==> src/rtl/dcache_pkg.sv <==
// dcache_pkg: shared definitions for the write-back data cache.
//   - state_t and the S_* state encodings
//   - helper functions that size the address fields from WIDTH/LINES/WORDS
//   - OFF_W/IDX_W/TAG_W for the default 32-bit, 16-line, 4-word configuration
//   - line_addr(): builds a line-aligned byte address from tag and index
package dcache_pkg;

  typedef logic [2:0] state_t;

  localparam state_t S_IDLE       = 3'd0;
  localparam state_t S_WRITEBACK  = 3'd1;
  localparam state_t S_REFILL     = 3'd2;
  localparam state_t S_FLUSH_SCAN = 3'd3;
  localparam state_t S_FLUSH_WB   = 3'd4;

  localparam int unsigned DEF_WIDTH = 32;
  localparam int unsigned DEF_LINES = 16;
  localparam int unsigned DEF_WORDS = 4;

  // Byte-offset bits: 2 byte bits plus the word-select bits.
  function automatic int unsigned off_w_f(input int unsigned words);
    return 2 + $clog2(words);
  endfunction

  function automatic int unsigned idx_w_f(input int unsigned lines);
    return $clog2(lines);
  endfunction

  // Word-select field is kept at least 1 bit wide so single-word lines still elaborate.
  function automatic int unsigned sel_w_f(input int unsigned words);
    return (words > 1) ? $clog2(words) : 1;
  endfunction

  localparam int unsigned OFF_W = off_w_f(DEF_WORDS);
  localparam int unsigned IDX_W = idx_w_f(DEF_LINES);
  localparam int unsigned TAG_W = DEF_WIDTH - OFF_W - IDX_W;

  // {tag, index, zero offset}; callers cast the result down to their address width.
  function automatic logic [63:0] line_addr(input logic [63:0] tag, input logic [63:0] idx,
                                            input int unsigned idx_w, input int unsigned off_w);
    return (tag << (idx_w + off_w)) | (idx << off_w);
  endfunction

endpackage

==> src/rtl/dcache_line_store.sv <==
// dcache_line_store: valid/dirty/tag/data arrays of the direct-mapped cache.
//   clk, rst        : clock, synchronous active-low reset (clears valid and dirty only)
//   rd_*            : combinational read port (valid, dirty, tag, whole line) at rd_idx_i
//   wr_*            : single-word store into a line; marks the line dirty
//   inst_*          : whole-line install; sets valid, clears dirty, loads tag
//   inv_*           : per-line invalidate; clears valid and dirty
module dcache_line_store
  import dcache_pkg::*;
#(
  parameter int unsigned WIDTH = DEF_WIDTH,
  parameter int unsigned LINES = DEF_LINES,
  parameter int unsigned WORDS = DEF_WORDS,
  localparam int unsigned IDX_BITS  = idx_w_f(LINES),
  localparam int unsigned TAG_BITS  = WIDTH - off_w_f(WORDS) - idx_w_f(LINES),
  localparam int unsigned SEL_BITS  = sel_w_f(WORDS),
  localparam int unsigned LINE_BITS = WIDTH * WORDS
) (
  input  logic                 clk,
  input  logic                 rst,
  input  logic [IDX_BITS-1:0]  rd_idx_i,
  output logic                 rd_valid_o,
  output logic                 rd_dirty_o,
  output logic [TAG_BITS-1:0]  rd_tag_o,
  output logic [LINE_BITS-1:0] rd_line_o,
  input  logic                 wr_en_i,
  input  logic [IDX_BITS-1:0]  wr_idx_i,
  input  logic [SEL_BITS-1:0]  wr_sel_i,
  input  logic [WIDTH-1:0]     wr_data_i,
  input  logic                 inst_en_i,
  input  logic [IDX_BITS-1:0]  inst_idx_i,
  input  logic [TAG_BITS-1:0]  inst_tag_i,
  input  logic [LINE_BITS-1:0] inst_line_i,
  input  logic                 inv_en_i,
  input  logic [IDX_BITS-1:0]  inv_idx_i
);

  logic [LINES-1:0]     valid_q;
  logic [LINES-1:0]     dirty_q;
  logic [TAG_BITS-1:0]  tag_q  [LINES];
  logic [LINE_BITS-1:0] data_q [LINES];

  // Status bits; the controller never raises more than one update in a cycle.
  always_ff @(posedge clk) begin
    if (!rst) begin
      valid_q <= '0;
      dirty_q <= '0;
    end else if (inst_en_i) begin
      valid_q[inst_idx_i] <= 1'b1;
      dirty_q[inst_idx_i] <= 1'b0;
    end else if (wr_en_i) begin
      dirty_q[wr_idx_i] <= 1'b1;
    end else if (inv_en_i) begin
      valid_q[inv_idx_i] <= 1'b0;
      dirty_q[inv_idx_i] <= 1'b0;
    end
  end

  // Tag and data contents are don't-care after reset, so they carry no reset.
  always_ff @(posedge clk) begin
    if (inst_en_i) begin
      tag_q[inst_idx_i]  <= inst_tag_i;
      data_q[inst_idx_i] <= inst_line_i;
    end else if (wr_en_i) begin
      data_q[wr_idx_i][32'(wr_sel_i) * WIDTH +: WIDTH] <= wr_data_i;
    end
  end

  assign rd_valid_o = valid_q[rd_idx_i];
  assign rd_dirty_o = dirty_q[rd_idx_i];
  assign rd_tag_o   = tag_q[rd_idx_i];
  assign rd_line_o  = data_q[rd_idx_i];

endmodule

==> src/rtl/dcache_wb.sv <==
// dcache_wb: direct-mapped, write-back, write-allocate data cache with flush.
//   clk, rst                  : clock, synchronous active-low reset
//   address/wdata/read/write  : core load/store request (held while stall is high)
//   flush                     : single-cycle request to write back and invalidate all lines
//   rdata, stall              : combinational load data and core hold
//   mem_read/mem_write        : registered line refill / write-back requests
//   mem_addr/mem_wdata        : registered line address and write-back line (0 when idle)
//   mem_rdata, mem_ready      : refill line and same-cycle completion from memory
module dcache_wb
  import dcache_pkg::*;
#(
  parameter int unsigned WIDTH = DEF_WIDTH,
  parameter int unsigned LINES = DEF_LINES,
  parameter int unsigned WORDS = DEF_WORDS
) (
  input  logic                   clk,
  input  logic                   rst,
  input  logic [WIDTH-1:0]       address,
  input  logic [WIDTH-1:0]       wdata,
  input  logic                   read,
  input  logic                   write,
  input  logic                   flush,
  output logic [WIDTH-1:0]       rdata,
  output logic                   stall,
  output logic                   mem_read,
  output logic                   mem_write,
  output logic [WIDTH-1:0]       mem_addr,
  output logic [WIDTH*WORDS-1:0] mem_wdata,
  input  logic [WIDTH*WORDS-1:0] mem_rdata,
  input  logic                   mem_ready
);

  localparam int unsigned OFF_BITS  = off_w_f(WORDS);
  localparam int unsigned IDX_BITS  = idx_w_f(LINES);
  localparam int unsigned TAG_BITS  = WIDTH - OFF_BITS - IDX_BITS;
  localparam int unsigned SEL_BITS  = sel_w_f(WORDS);
  localparam int unsigned LINE_BITS = WIDTH * WORDS;

  state_t               state_q, state_d;
  logic [IDX_BITS-1:0]  cnt_q, cnt_d;
  logic                 mem_read_q, mem_read_d;
  logic                 mem_write_q, mem_write_d;
  logic [WIDTH-1:0]     mem_addr_q, mem_addr_d;
  logic [LINE_BITS-1:0] mem_wdata_q, mem_wdata_d;

  logic [SEL_BITS-1:0]  req_sel;
  logic [IDX_BITS-1:0]  req_idx;
  logic [TAG_BITS-1:0]  req_tag;
  logic                 req, hit, flushing;
  logic [IDX_BITS-1:0]  rd_idx;
  logic                 rd_valid, rd_dirty;
  logic [TAG_BITS-1:0]  rd_tag;
  logic [LINE_BITS-1:0] rd_line;
  logic                 wr_en, inst_en, inv_en;

  function automatic logic [WIDTH-1:0] pack_addr(input logic [TAG_BITS-1:0] t,
                                                 input logic [IDX_BITS-1:0] i);
    return WIDTH'(line_addr(64'(t), 64'(i), IDX_BITS, OFF_BITS));
  endfunction

  // Address split: byte bits, word select, index, tag.
  assign req_sel = SEL_BITS'((address >> 2) & WIDTH'(WORDS - 1));
  assign req_idx = IDX_BITS'(address >> OFF_BITS);
  assign req_tag = TAG_BITS'(address >> (OFF_BITS + IDX_BITS));

  assign req      = read | write;
  assign flushing = (state_q == S_FLUSH_SCAN) || (state_q == S_FLUSH_WB);
  assign rd_idx   = flushing ? cnt_q : req_idx;
  assign hit      = rd_valid && (rd_tag == req_tag);

  dcache_line_store #(
    .WIDTH (WIDTH),
    .LINES (LINES),
    .WORDS (WORDS)
  ) u_store (
    .clk         (clk),
    .rst         (rst),
    .rd_idx_i    (rd_idx),
    .rd_valid_o  (rd_valid),
    .rd_dirty_o  (rd_dirty),
    .rd_tag_o    (rd_tag),
    .rd_line_o   (rd_line),
    .wr_en_i     (wr_en),
    .wr_idx_i    (req_idx),
    .wr_sel_i    (req_sel),
    .wr_data_i   (wdata),
    .inst_en_i   (inst_en),
    .inst_idx_i  (req_idx),
    .inst_tag_i  (req_tag),
    .inst_line_i (mem_rdata),
    .inv_en_i    (inv_en),
    .inv_idx_i   (cnt_q)
  );

  // A flush sampled together with an access wins, so the access is held off.
  assign stall = (state_q != S_IDLE) || (req && (!hit || flush));
  assign rdata = (state_q == S_IDLE && read && hit && !flush)
               ? rd_line[32'(req_sel) * WIDTH +: WIDTH] : '0;

  // Next-state, memory-request and array-update decode.
  always_comb begin
    state_d     = state_q;
    cnt_d       = cnt_q;
    mem_read_d  = mem_read_q;
    mem_write_d = mem_write_q;
    mem_addr_d  = mem_addr_q;
    mem_wdata_d = mem_wdata_q;
    wr_en       = 1'b0;
    inst_en     = 1'b0;
    inv_en      = 1'b0;
    case (state_q)
      S_IDLE: begin
        if (flush) begin
          state_d = S_FLUSH_SCAN;
          cnt_d   = '0;
        end else if (req && !hit) begin
          if (rd_valid && rd_dirty) begin
            state_d     = S_WRITEBACK;
            mem_write_d = 1'b1;
            mem_addr_d  = pack_addr(rd_tag, req_idx);
            mem_wdata_d = rd_line;
          end else begin
            state_d    = S_REFILL;
            mem_read_d = 1'b1;
            mem_addr_d = pack_addr(req_tag, req_idx);
          end
        end else if (write && hit) begin
          wr_en = 1'b1;
        end
      end
      S_WRITEBACK: begin
        if (mem_ready) begin
          state_d     = S_REFILL;
          mem_write_d = 1'b0;
          mem_read_d  = 1'b1;
          mem_addr_d  = pack_addr(req_tag, req_idx);
          mem_wdata_d = '0;
        end
      end
      S_REFILL: begin
        if (mem_ready) begin
          state_d    = S_IDLE;
          inst_en    = 1'b1;
          mem_read_d = 1'b0;
          mem_addr_d = '0;
        end
      end
      S_FLUSH_SCAN: begin
        if (rd_valid && rd_dirty) begin
          state_d     = S_FLUSH_WB;
          mem_write_d = 1'b1;
          mem_addr_d  = pack_addr(rd_tag, cnt_q);
          mem_wdata_d = rd_line;
        end else begin
          inv_en = 1'b1;
          if (cnt_q == IDX_BITS'(LINES - 1)) begin
            state_d = S_IDLE;
            cnt_d   = '0;
          end else begin
            cnt_d = cnt_q + IDX_BITS'(1);
          end
        end
      end
      S_FLUSH_WB: begin
        if (mem_ready) begin
          inv_en      = 1'b1;
          mem_write_d = 1'b0;
          mem_addr_d  = '0;
          mem_wdata_d = '0;
          if (cnt_q == IDX_BITS'(LINES - 1)) begin
            state_d = S_IDLE;
            cnt_d   = '0;
          end else begin
            state_d = S_FLUSH_SCAN;
            cnt_d   = cnt_q + IDX_BITS'(1);
          end
        end
      end
      default: state_d = S_IDLE;
    endcase
  end

  // State and registered memory-interface outputs; reset abandons any transaction.
  always_ff @(posedge clk) begin
    if (!rst) begin
      state_q     <= S_IDLE;
      cnt_q       <= '0;
      mem_read_q  <= 1'b0;
      mem_write_q <= 1'b0;
      mem_addr_q  <= '0;
      mem_wdata_q <= '0;
    end else begin
      state_q     <= state_d;
      cnt_q       <= cnt_d;
      mem_read_q  <= mem_read_d;
      mem_write_q <= mem_write_d;
      mem_addr_q  <= mem_addr_d;
      mem_wdata_q <= mem_wdata_d;
    end
  end

  assign mem_read  = mem_read_q;
  assign mem_write = mem_write_q;
  assign mem_addr  = mem_addr_q;
  assign mem_wdata = mem_wdata_q;

endmodule

==> config.mk <==
export PLATFORM = sky130hd
export DESIGN_NAME = dcache_wb
export DESIGN_NICKNAME = d
export VERILOG_FILES = /design/src/rtl/dcache_pkg.sv /design/src/rtl/dcache_line_store.sv /design/src/rtl/dcache_wb.sv
export SDC_FILE = /design/constraint.sdc
export NUM_CORES = 2
export LEC_CHECK = 0
export CORE_UTILIZATION = 40
export DETAILED_ROUTE_END_ITERATION = 16
export SLEW_MARGIN = 20
export SYNTH_ARGS = -nofsm -noshare
export SYNTH_HDL_FRONTEND = slang
export SYNTH_SLANG_ARGS = --single-unit
export TNS_END_PERCENT = 50
==> constraint.sdc <==
create_clock -name clk -period 15.35 [get_ports clk]
set_input_delay 3.07 -clock clk [delete_from_list [all_inputs] [get_ports clk]]
set_output_delay 3.07 -clock clk [all_outputs]
set_load 0.01 [all_outputs]
==> report_table.html <==
<table>
<tr><th>Metric</th><th>Value</th></tr>
<tr><th colspan="2">Setup path</th></tr>
<tr><td>Most used cell along the critical path</td><td>clkdlybuf4s50_1</td></tr>
<tr><td>CP arrival</td><td>9.80 ns</td></tr>
<tr><td>Launching instance or port of the critical path</td><td>address[4]</td></tr>
<tr><td>Required time of the critical path</td><td>12.28 ns</td></tr>
<tr><td>Series of cell instances along the critical path</td><td>clkdlybuf4s50_1, nor3_2, buf_4, nor2_4, buf_12, mux4_2, a32o_1, o21ai_1, o2111ai_1, nor4_2, and4b_2, nand3_1, or3_2, nor2b_1, clkdlybuf4s50_1</td></tr>
<tr><td>Critical path's largest stage delay</td><td>0.90 ns</td></tr>
<tr><td>Launching element type of the critical path</td><td>input pin</td></tr>
<tr><td>Kind of end point of the critical path</td><td>output port</td></tr>
<tr><td>Start of the worst register-to-register path</td><td>state_q[1]</td></tr>
<tr><td>Top fanout value on the critical path</td><td>89</td></tr>
<tr><td>Standard cell with the maximum stage delay on the critical path</td><td>or3_2</td></tr>
<tr><td>Critical path class</td><td>in -&gt; out</td></tr>
<tr><th colspan="2">Routing</th></tr>
<tr><td># DRC</td><td>0</td></tr>
<tr><td>Total length of routed wires</td><td>339000 um</td></tr>
<tr><td>Routed via count</td><td>62400</td></tr>
<tr><td>1st-pass router iterations</td><td>11</td></tr>
<tr><td>Remaining antenna violation count after routing</td><td>0</td></tr>
<tr><td>Vias per Instance</td><td>6.03</td></tr>
<tr><td>Detail-routed net length per standard cell</td><td>32.7 um</td></tr>
<tr><td>Violation count after the first detailed-route iteration</td><td>7955</td></tr>
<tr><th colspan="2">Power and ir drop</th></tr>
<tr><td>Power consumption</td><td>16300 uW</td></tr>
<tr><td>Switching power</td><td>3830 uW</td></tr>
<tr><td>Power per cell area</td><td>131 nW/um^2</td></tr>
<tr><td>Sw Share</td><td>23.5%</td></tr>
<tr><td>Internal portion of total power</td><td>12500 uW</td></tr>
<tr><td>Comb power frac</td><td>9.6%</td></tr>
<tr><td>Standby leakage power</td><td>0.0400 uW</td></tr>
<tr><td>Worst-case vdd ir drop</td><td>0.000133 V</td></tr>
<tr><td>Flop pwr share</td><td>48.4%</td></tr>
<tr><td>Share of total power in the clock network</td><td>42.0%</td></tr>
<tr><th colspan="2">Timing</th></tr>
<tr><td>Count of final setup violators</td><td>0</td></tr>
<tr><td>Final critical-path share of the clock period</td><td>83.8%</td></tr>
<tr><td>Final hold violation count</td><td>0</td></tr>
<tr><td>Final count of pins violating max slew</td><td>0</td></tr>
<tr><td>Shortest clock period the worst path allows after layout</td><td>12.87 ns</td></tr>
<tr><td>Headroom to the max-slew limit</td><td>15.6%</td></tr>
<tr><td>Final setup skew</td><td>0.113 ns</td></tr>
<tr><td>Setup repair after global routing missed its margin</td><td>false</td></tr>
<tr><td>Worst Max-Slew Pin Slew</td><td>1.26 ns</td></tr>
<tr><td>Total negative slack</td><td>0 ns</td></tr>
<tr><td>Fmax</td><td>77.7 MHz</td></tr>
<tr><th colspan="2">Hold path</th></tr>
<tr><td>Hold WC Path Type</td><td>reg -&gt; reg</td></tr>
<tr><td>Hold_sp</td><td>mem_addr[28]</td></tr>
<tr><th colspan="2">Final layout</th></tr>
<tr><td>Final net count</td><td>6809</td></tr>
<tr><td>Fillcell total</td><td>22200</td></tr>
<tr><td>Layout area overhead</td><td>17.6%</td></tr>
<tr><td>Sequential cell area</td><td>77000 um^2</td></tr>
<tr><td>Area taken by multi-input logic gates</td><td>28100 um^2</td></tr>
<tr><td>Layout cell share with drive strength beyond 1</td><td>20.5%</td></tr>
<tr><td>Commonest cells after routing, fill and taps aside</td><td>edfxtp_1 (2432), nand2_1 (802), mux4_2 (591), clkdlybuf4s50_1 (382), clkbuf_16 (299)</td></tr>
<tr><td>Most common cell after layout, fill and taps aside</td><td>edfxtp_1</td></tr>
<tr><td>Final design instance area without fill</td><td>125000 um^2</td></tr>
<tr><th colspan="2">Clock tree</th></tr>
<tr><td>Buffers from clock root to sink, at most</td><td>4</td></tr>
<tr><td>Number of setup buffers added after CTS</td><td>0</td></tr>
<tr><td>Resized Gates After CTS</td><td>0</td></tr>
<tr><td>TritonCTS Sinks</td><td>2629</td></tr>
<tr><td>CTS Buf Count</td><td>290</td></tr>
<tr><td>Count of H-tree levels built during CTS</td><td>5</td></tr>
<tr><td>Clock tree from TritonCTS</td><td>done</td></tr>
<tr><td>Clock Tree Root</td><td>clkbuf_16</td></tr>
<tr><td>Insertion delay of the later-clocked pin in the worst-skew pair</td><td>0.97 ns</td></tr>
<tr><td>CTS clk-pin slew, worst paths</td><td>0.06 ns</td></tr>
<tr><td>Post-CTS Hold Buffers</td><td>0</td></tr>
<tr><th colspan="2">GRT</th></tr>
<tr><td>Antenna violations before repair</td><td>38</td></tr>
<tr><td>Number of global-route vias before repair</td><td>60700</td></tr>
<tr><td>Gr usage total</td><td>25.1%</td></tr>
<tr><td>Total global routing overflow</td><td>0</td></tr>
<tr><td>Pin count of the biggest net entering global routing</td><td>136</td></tr>
<tr><td>Wire length of the first global-routing pass</td><td>467000 um</td></tr>
<tr><th colspan="2">Floorplan</th></tr>
<tr><td>Ports placed on the boundary</td><td>393</td></tr>
<tr><td>Die extent in x</td><td>517 um</td></tr>
<tr><td>Std-Cell Rows</td><td>188</td></tr>
<tr><td>Area of the core region</td><td>263000 um^2</td></tr>
<tr><td>DIE HEIGHT</td><td>517 um</td></tr>
<tr><td>Full die area</td><td>267000 um^2</td></tr>
<tr><td>Initial core utilization</td><td>40.3%</td></tr>
<tr><th colspan="2">Synthesis</th></tr>
<tr><td>YS warnings</td><td>0</td></tr>
<tr><td>Share of the yosys chip area belonging to registers</td><td>72.6%</td></tr>
<tr><td>FFs w/ async S/R, synth</td><td>0%</td></tr>
<tr><td>Commonest register cell after synthesis</td><td>edfxtp_1</td></tr>
<tr><td>EDFF count, synth</td><td>2432</td></tr>
<tr><td>Post-synthesis sequential element count</td><td>2629</td></tr>
<tr><td>Syn Inst Count</td><td>6112</td></tr>
<tr><td>Synthesized area divided by synthesized cell count</td><td>17.3 um^2</td></tr>
<tr><td>Synth unique cells</td><td>89</td></tr>
<tr><td>Netlist area before placement</td><td>106000 um^2</td></tr>
<tr><th colspan="2">Flow run</th></tr>
<tr><td>Max-capacitance violation count</td><td>0</td></tr>
<tr><th colspan="2">Place</th></tr>
<tr><td>Final Wtd Congestion</td><td>0.870</td></tr>
<tr><td>Port-buffer cells</td><td>386</td></tr>
<tr><td>Sum of net half-perimeters after detailed placement</td><td>196000 um</td></tr>
<tr><td>Post-DP Area</td><td>115000 um^2</td></tr>
<tr><th colspan="2">Status</th></tr>
<tr><td>Result of the run</td><td>finished clean</td></tr>
</table>
[metal layers]
layer	vias up	global-route usage [%]	part of all wire, %
met3	580	5.86	9.9
met1	32900	32.8	38
li1	25500	-	-
met4	12	12.5	5.2
met2	3413	39.3	47
met5	-	0	0.021
[Yosys cell counts (28+ instances only)]
cell type  count  area, um^2
a22o_1       134        1170
nor2b_1       47         294
and3_1       179        1120
buf_2        120         601
nand2_1      804        3020
edfxtp_1    2432       73000
o21ai_0      246        1230
a211o_1       28         245
mux2i_1       86         861
nand3_1       61         305
dfxtp_1      197        3940
clkbuf_1     255         957
buf_1         29         109
a211oi_1      51         383
o21ai_1       77         385
mux4_2       591       13300
inv_1         36         135
a21oi_1      187         936
a31oi_1      139         870
nor2_1        97         364
[registers in the layout (all words and copies together), names as in the netlist]
signal and flops:
mem_read 1, mem_addr 28, mem_wdata 128, u_store.dirty_q 16, mem_write 1, u_store.data_q 2048, cnt_q 4, u_store.tag_q 384
state_q 3, u_store.valid_q 16
[final cells by class]
| type | instances | share of cell area (%) |
|---|---|---|
| Sequential cell | 2629 | 61.8 |
| Multi-Input combinational cell | 3015 | 22.5 |
| Clock buffer | 369 | 6.30 |
| Timing Repair Buffer | 629 | 4.64 |
| Tap cell | 3515 | 3.53 |
| Clock inverter | 129 | 1.10 |
| Inverter | 37 | 0.112 |
| Antenna cell | 22 | 0.0442 |
[per-stage QoR]
step	utilization, %	instances	hold WS, ns	setup slack (ns)
floorplan	-	6115	0.451	5.52
global placement	43.8	9825	0.454	2.33
detailed placement	43.8	9825	0.455	2.39
CTS	47.4	10300	0.469	2.40
global route	47.4	10300	0.481	2.25
finish	47.4	10300	0.463	2.48
[logic make-up after synthesis]
logic type / after synthesis / synth area share (%)
compound gates: 1006 / 6.13
xor+xnor: 29 / 0.247
fa+ha+maj: 9 / 0.106
buf+inv: 471 / 1.96
flops: 2629 / 72.6
mux: 682 / 13.4
other cells: 1 / 0.00354
simple gates: 1285 / 5.48
[worst max-delay path, delay by kind of cell]
family | cells | cell delay, ns
AOI/OAI and AO/OA | 3 | 0.71
buffers and inverters | 4 | 2.19
muxes | 1 | 0.60
and+or+nand+nor | 7 | 2.99
[power by group through the flow]
stage	logic (uW)	clock network [uW]	registers, uW
finish	1560	6850	7900
global route	1630	7180	7900
CTS	1560	6930	7900
floorplan	864	0	8040
global placement	1530	0	8040
detailed placement	1550	0	8050
[worst paths after layout]
| check | endpoint | slack (ns) | cells past startpoint |
|---|---|---|---|
| hold reg to reg | mem_addr[28] | 0.46 | 2 |
| setup / recovery | rdata[10] | 2.48 | 15 |
| setup reg to reg | u_store.data_q[14][67] | 6.54 | 17 |
| hold / removal | mem_addr[28] | 0.46 | 2 |
Note: power is estimated with default switching activity, not from simulation.
